`src/rtl/otter_if_pkg.sv`:
```
`default_nettype none
// ============================================================================
//  Module      : otter_if_pkg
//  Description : Shared types and constants for the OTTER instruction-fetch
//                sequencer (FSM states, fetch-buffer entry, PC stepping).
//  Revision    : 1.0  initial release
// ============================================================================
package otter_if_pkg;

    // State encodings, kept as explicit-width constants so the enum below
    // has a fixed, documented binary value for each state.
    localparam logic [1:0] c_ST_REQ      = 2'd0;
    localparam logic [1:0] c_ST_WAIT_RSP = 2'd1;
    localparam logic [1:0] c_ST_FLUSH    = 2'd2;

    typedef enum logic [1:0] {
        REQ      = c_ST_REQ,
        WAIT_RSP = c_ST_WAIT_RSP,
        FLUSH    = c_ST_FLUSH
    } if_state_t;

    localparam logic [31:0] PC_STEP    = 32'd4;
    localparam logic [31:0] ALIGN_MASK = 32'hFFFF_FFFC;

    typedef struct packed {
        logic [31:0] pc;
        logic [31:0] instr;
    } if_entry_t;

    // Force an address onto a word boundary.
    function automatic logic [31:0] align_word(input logic [31:0] addr);
        return addr & ALIGN_MASK;
    endfunction

endpackage
`default_nettype wire

```
`src/rtl/otter_if_fifo.sv`:
```
`default_nettype none
// ============================================================================
//  Module      : otter_if_fifo
//  Description : Small synchronous FIFO of {pc, instr} entries with flush.
//                Head entry is presented from storage; valid comes from the
//                registered occupancy count.
//  Revision    : 1.0  initial release
// ============================================================================
module otter_if_fifo
    import otter_if_pkg::*;
#(
    parameter int DEPTH = 2
) (
    input  wire logic                     clk,
    input  wire logic                     rst,
    input  wire logic                     i_push,
    input  wire logic                     i_pop,
    input  wire logic                     i_flush,
    input  wire if_entry_t                i_data,
    output if_entry_t                     o_head,
    output logic                          o_valid,
    output logic [$clog2(DEPTH):0]        o_count
);

    localparam int               c_AW    = $clog2(DEPTH);
    localparam logic [c_AW:0]    c_DEPTH = (c_AW + 1)'(DEPTH);

    if_entry_t         r_mem [DEPTH];
    logic [c_AW-1:0]   r_rd_ptr;
    logic [c_AW-1:0]   r_wr_ptr;
    logic [c_AW:0]     r_count;

    logic              w_empty;
    logic              w_full;
    logic              w_do_pop;
    logic              w_do_push;

    // Occupancy decode; a push into a full buffer is only taken when the
    // head leaves in the same cycle.
    always_comb begin
        w_empty   = (r_count == '0);
        w_full    = (r_count == c_DEPTH);
        w_do_pop  = i_pop && !w_empty;
        w_do_push = i_push && (!w_full || w_do_pop);
    end

    // Pointer, count and storage update; flush only rewinds the pointers.
    always_ff @(posedge clk or posedge rst) begin
        if (rst) begin
            r_rd_ptr <= '0;
            r_wr_ptr <= '0;
            r_count  <= '0;
            for (int i = 0; i < DEPTH; i++) begin
                r_mem[i] <= '0;
            end
        end else if (i_flush) begin
            r_rd_ptr <= '0;
            r_wr_ptr <= '0;
            r_count  <= '0;
        end else begin
            if (w_do_push) begin
                r_mem[r_wr_ptr] <= i_data;
                r_wr_ptr        <= r_wr_ptr + 1'b1;
            end
            if (w_do_pop) begin
                r_rd_ptr <= r_rd_ptr + 1'b1;
            end
            case ({w_do_push, w_do_pop})
                2'b10:   r_count <= r_count + 1'b1;
                2'b01:   r_count <= r_count - 1'b1;
                default: r_count <= r_count;
            endcase
        end
    end

    // Head presentation.
    always_comb begin
        o_head  = r_mem[r_rd_ptr];
        o_valid = !w_empty;
        o_count = r_count;
    end

endmodule
`default_nettype wire

```
`src/rtl/otter_if_sequencer.sv`:
```
`default_nettype none
// ============================================================================
//  Module      : otter_if_sequencer
//  Description : OTTER instruction-fetch sequencer. Issues one fetch at a
//                time from PC_CNT, steps the PC through its load port on
//                each grant, buffers {pc, instr} for decode and applies
//                branch/jump redirects, discarding the stale response.
//  Revision    : 1.0  initial release
// ============================================================================
module otter_if_sequencer
    import otter_if_pkg::*;
#(
    parameter int          FIFO_DEPTH = 2,
    parameter logic [31:0] RESET_ADDR = 32'h0000_0000
) (
    input  wire logic        IF_CLK,
    input  wire logic        IF_RST,
    input  wire logic [31:0] PC_CNT,
    output logic             PC_LD,
    output logic [31:0]      PC_DIN,
    output logic             IMEM_REQ,
    output logic [31:0]      IMEM_ADDR,
    input  wire logic        IMEM_GNT,
    input  wire logic        IMEM_RVALID,
    input  wire logic [31:0] IMEM_RDATA,
    input  wire logic        REDIR_VALID,
    input  wire logic [31:0] REDIR_ADDR,
    output logic             INSTR_VALID,
    input  wire logic        INSTR_READY,
    output logic [31:0]      INSTR_DATA,
    output logic [31:0]      INSTR_PC
);

    localparam int               c_CW      = $clog2(FIFO_DEPTH) + 1;
    localparam logic [c_CW-1:0]  c_DEPTH_W = c_CW'(FIFO_DEPTH);

    if_state_t          r_state;
    if_state_t          w_state_nxt;
    logic [31:0]        r_addr;

    logic [c_CW-1:0]    w_count;
    logic               w_has_space;
    logic               w_req;
    logic               w_gnt_acc;
    logic               w_push;
    logic               w_pop;
    logic               w_head_valid;
    if_entry_t          w_push_data;
    if_entry_t          w_head;

    // Handshake qualification: a redirect or reset masks request and push.
    always_comb begin
        w_has_space = (w_count < c_DEPTH_W);
        w_req       = !IF_RST && !REDIR_VALID && (r_state == REQ) && w_has_space;
        w_gnt_acc   = w_req && IMEM_GNT;
        w_push      = !IF_RST && !REDIR_VALID && (r_state == WAIT_RSP) && IMEM_RVALID;
        w_pop       = w_head_valid && INSTR_READY;
        w_push_data = '{pc: r_addr, instr: IMEM_RDATA};
    end

    // Next-state logic; a redirect leaves FLUSH pending only while a
    // response is still owed.
    always_comb begin
        w_state_nxt = r_state;
        if (REDIR_VALID) begin
            w_state_nxt = ((r_state != REQ) && !IMEM_RVALID) ? FLUSH : REQ;
        end else begin
            case (r_state)
                REQ:      if (w_gnt_acc)   w_state_nxt = WAIT_RSP;
                WAIT_RSP: if (IMEM_RVALID) w_state_nxt = REQ;
                FLUSH:    if (IMEM_RVALID) w_state_nxt = REQ;
                default:                   w_state_nxt = REQ;
            endcase
        end
    end

    // PC load mux and fetch port; redirect target wins over sequential step.
    always_comb begin
        PC_LD     = 1'b0;
        PC_DIN    = '0;
        IMEM_REQ  = w_req;
        IMEM_ADDR = IF_RST ? '0 : align_word(PC_CNT);
        if (!IF_RST) begin
            if (REDIR_VALID) begin
                PC_LD  = 1'b1;
                PC_DIN = align_word(REDIR_ADDR);
            end else if (w_gnt_acc) begin
                PC_LD  = 1'b1;
                PC_DIN = PC_CNT + PC_STEP;
            end
        end
    end

    // State and outstanding-address registers.
    always_ff @(posedge IF_CLK or posedge IF_RST) begin
        if (IF_RST) begin
            r_state <= REQ;
            r_addr  <= RESET_ADDR;
        end else begin
            r_state <= w_state_nxt;
            if (w_gnt_acc) begin
                r_addr <= align_word(PC_CNT);
            end
        end
    end

    otter_if_fifo #(
        .DEPTH   (FIFO_DEPTH)
    ) u_fifo (
        .clk     (IF_CLK),
        .rst     (IF_RST),
        .i_push  (w_push),
        .i_pop   (w_pop),
        .i_flush (REDIR_VALID),
        .i_data  (w_push_data),
        .o_head  (w_head),
        .o_valid (w_head_valid),
        .o_count (w_count)
    );

    // Decode-side view of the buffer head.
    always_comb begin
        INSTR_VALID = w_head_valid;
        INSTR_DATA  = w_head.instr;
        INSTR_PC    = w_head.pc;
    end

endmodule
`default_nettype wire

```
`config.mk`:
```
export PLATFORM = sky130hd
export DESIGN_NAME = otter_if_sequencer
export DESIGN_NICKNAME = d
export VERILOG_FILES = /design/src/rtl/otter_if_pkg.sv /design/src/rtl/otter_if_fifo.sv /design/src/rtl/otter_if_sequencer.sv
export SDC_FILE = /design/constraint.sdc
export NUM_CORES = 1
export LEC_CHECK = 0
export ABC_AREA = 1
export CORE_ASPECT_RATIO = 1.4
export CORE_UTILIZATION = 45
export DETAILED_ROUTE_END_ITERATION = 16
export PLACE_DENSITY = 0.81
export SYNTH_ARGS = -nofsm -noshare
export SYNTH_HDL_FRONTEND = slang
export SYNTH_SLANG_ARGS = --single-unit
```
`constraint.sdc`:
```
create_clock -name IF_CLK -period 8.8 [get_ports IF_CLK]
set_clock_uncertainty 0.05 [all_clocks]
set_input_delay 1.76 -clock IF_CLK [delete_from_list [all_inputs] [get_ports IF_CLK]]
set_output_delay 1.76 -clock IF_CLK [all_outputs]
set_load 0.01 [all_outputs]
```
==> flow_metrics.env <==
export IMPL_root_buffer="clkbuf_16"
export IMPL_drive_gt1_share_pct=12.64
export IMPL_grt_busiest_layer="met2"
export IMPL_fin_ws_ns=2.378
export IMPL_cts_tree="yes"
export IMPL_clkTransAtPathRegs_ns=0.07
export IMPL_drc_errors=0
export IMPL_r2r_end="u_fifo.r_mem[121]$_DFFE_PP0P_"
export IMPL_nets=1461
export IMPL_synth_edf_count=0
export IMPL_async_flop_share_pct=100.0
export IMPL_die_w_um=120.4
export IMPL_ys_types=35
export IMPL_synth_simple_area_share_pct=26.75
export IMPL_ys_flop_type="dfrtp_1"
export IMPL_diodes=0
export IMPL_seqCellArea_mm2=0.004008
export IMPL_ys_top_cells_by_area="dfrtp_1 45%, nand2_1 14%, o21ai_0 8.3%, inv_1 5.8%, o21ai_2 5.7%"
export IMPL_cp_data_arrival_time_ns=4.61
export IMPL_hold_violations=0
export IMPL_grt_pass1_vias=7879
export IMPL_drt_first_pass_iters=5
export IMPL_ys_ff_latch=160
export IMPL_met2_usage_pct=39.93
export IMPL_io_buffers=226
export IMPL_critPathRequiredTime_ns=6.99
export IMPL_hpwl_um=15470
export IMPL_pwr_density_cell_mw_per_mm2=233.2
export IMPL_num_rows=60
export IMPL_drt_iter0_markers=580
export IMPL_fill_cells=1714
export IMPL_crit_path_end="PC_DIN[15]"
export IMPL_cts_resized_gates=0
export IMPL_ys_seq_area_share_pct=45.32
export IMPL_reg2reg_depth=9
export IMPL_met1_usage_pct=28.31
export IMPL_synth_compound_area_share_pct=16.78
export IMPL_cts_hold_buf=0
export IMPL_clockBufferDepth=2
export IMPL_status="finished clean"
export IMPL_post_route_period_util_pct=72.98
export IMPL_synth_xor_area_share_pct=0.09914
export IMPL_final_cells=1617
export IMPL_clkLatencyLatePin_ns=0.41
export IMPL_cts_setup_buffers=0
export IMPL_cp_max_fo=40
export IMPL_yosys_area_share_adder_pct=0.4249
export IMPL_setup_viol=0
export IMPL_dp_slack_ns=2.436
export IMPL_clock_sinks=160
export IMPL_yosysMostFrequentCell="nand2_1"
export IMPL_synth_top_area_share_pct=45.32
export IMPL_yosys_top_cells_count="324 x nand2_1, 160 x dfrtp_1, 147 x o21ai_0"
export IMPL_yosysWarningCount=0
export IMPL_hold_path_class="flop to flop"
export IMPL_h_tree_depth=4
export IMPL_gr_usage_met3_pct=4.370
export IMPL_hold_ws_ns=0.4306
export IMPL_postRouteWirelength_um=22900
export IMPL_maxSlewHeadroom_pct=23.52
export IMPL_grt_first_pass_wirelength_um=37930
export IMPL_cap_violations=0
export IMPL_grt_max_degree=127
export IMPL_syn_cell_area_mm2=0.008835
export IMPL_antenna_found_initial=0
export IMPL_dp_cells=1585
export IMPL_die_area_mm2=0.02021
export IMPL_maxSlewViolCount=0
export IMPL_stdcell_area_mm2=0.01170
export IMPL_io_pins=233
export IMPL_areaGrowthSynthToFinish_pct=32.47
export IMPL_cts_made_buffers=17
export IMPL_whs_path_depth=2
export IMPL_startpoint_type="primary input"
export IMPL_syn_mean_instance_area_um2=7.538
export IMPL_post_dp_cell_area_mm2=0.01110
export IMPL_cp_end_kind="primary output"
export IMPL_viasPerCell=5.041
export IMPL_period_minus_slack_ns=6.422
export IMPL_multi_input_area_mm2=0.003916
export IMPL_synthCells=1172
export IMPL_gp_congestion=0.9343
export IMPL_muxShareOfSynthArea_pct=0
export IMPL_grt_remaining_overflow=0
export IMPL_yosys_area_top_type="dfrtp_1"
export IMPL_num_vias=8152
export IMPL_path_class="primary input to primary output"
export IMPL_grt_usage_pct=23.27
export IMPL_r2r_start="r_state[1]$_DFFE_PP0P_"
export IMPL_leakagePower_nw=5.599
export IMPL_initial_core_util_pct=45.97
export IMPL_tns_ns=0
export IMPL_max_freq_mhz=155.7
export IMPL_synth_top_family_by_area="simple AND/OR/NAND/NOR gates"
export IMPL_worst_slew_pin_transition_ns=1.147
export IMPL_startpoint="IF_RST"
export IMPL_vdd_drop_max_mv=0.1408
export IMPL_reg2reg_slack_ns=5.76
export IMPL_grt_setup_unrepaired="no"
export IMPL_die_h_um=167.8
export IMPL_core_area_mm2=0.01922
export IMPL_wl_per_cell_um=14.16
export IMPL_ant_nets=0
-- sequential cells by signal (all words and copies together), names as in the netlist --
signal           flops
u_fifo.r_mem       124
r_addr              30
r_state              2
u_fifo.o_count       2
u_fifo.r_rd_ptr      1
u_fifo.r_wr_ptr      1
-- layout by cell type, fill, tap and decap left out, drive strengths merged, types with 4 or more instances in the layout --
master         synthesis  layout
clkdlybuf4s50          0     226
a21oi                  8       8
nand3                 66      66
o21ai                238     238
nand2                383     383
buf                   38       8
nand4                  4       4
clkinv                 2       7
nor3                   4       4
nor2                  88      88
clkbuf                34      18
dfrtp                160     160
conb                   1       4
inv                  137     144
-- power breakdown --
part	internal, mW	total, mW	switching [mW]
clock	0.414	0.745	0.331
combinational	0.489	0.943	0.455
sequential	0.932	1.04	0.109
-- layout make-up --
type	instances	share of cell area [%]
inverter	139	4.511
clock inverter	14	1.433
clock buffer	18	3.752
sequential	160	34.24
tap	248	2.651
multi-input combinational	804	33.46
timing repair buffer	234	19.95
-- worst min path at each step --
stage	start	to	slack, ns
after floorplan	u_fifo.r_mem[28]$_DFFE_PP0P_	u_fifo.r_mem[28]$_DFFE_PP0P_	0.40
after global placement	u_fifo.r_mem[44]$_DFFE_PP0P_	u_fifo.r_mem[44]$_DFFE_PP0P_	0.41
after detailed placement	u_fifo.r_mem[41]$_DFFE_PP0P_	u_fifo.r_mem[41]$_DFFE_PP0P_	0.42
after CTS	u_fifo.r_mem[58]$_DFFE_PP0P_	u_fifo.r_mem[58]$_DFFE_PP0P_	0.44
after global routing	u_fifo.r_mem[58]$_DFFE_PP0P_	u_fifo.r_mem[58]$_DFFE_PP0P_	0.45
final	u_fifo.r_mem[62]$_DFFE_PP0P_	u_fifo.r_mem[62]$_DFFE_PP0P_	0.43
-- logic make-up (layout without fill, tap and decap cells) --
logic type	after synthesis	count (layout)
other	1	4
DFF	160	160
AOI/OAI and AO/OA	251	251
buffers and inverters	211	405
adders and majority gates	3	3
xor gates and xnor gates	1	1
and+or+nand+nor	545	545
-- critical path, stage by stage --
cell	delay [ns]
clkdlybuf4s50_1	0.45
buf_4	0.38
nor2_4	0.10
nand4_4	0.32
clkinv_1	0.58
nand3_1	0.25
nand3_1	0.13
nand2_1	0.09
inv_1	0.05
clkdlybuf4s50_1	0.47
-- per-stage QoR --
| stage | utilization (%) | power (mW) |
|---|---|---|
| after floorplan | - | 1.516 |
| after global placement | 57.74 | 1.970 |
| after detailed placement | 57.74 | 2.005 |
| after CTS | 60.90 | 2.760 |
| after global routing | 60.90 | 2.893 |
| final | 60.90 | 2.729 |
-- routing by layer --
layer / share of wire, % / wire [µm]
met1: 41 / 9431
met2: 50 / 11410
met3: 5.5 / 1263
met4: 3.4 / 788
met5: 0 / 0
No activity file was read; power rests on OpenSTA's default activity.
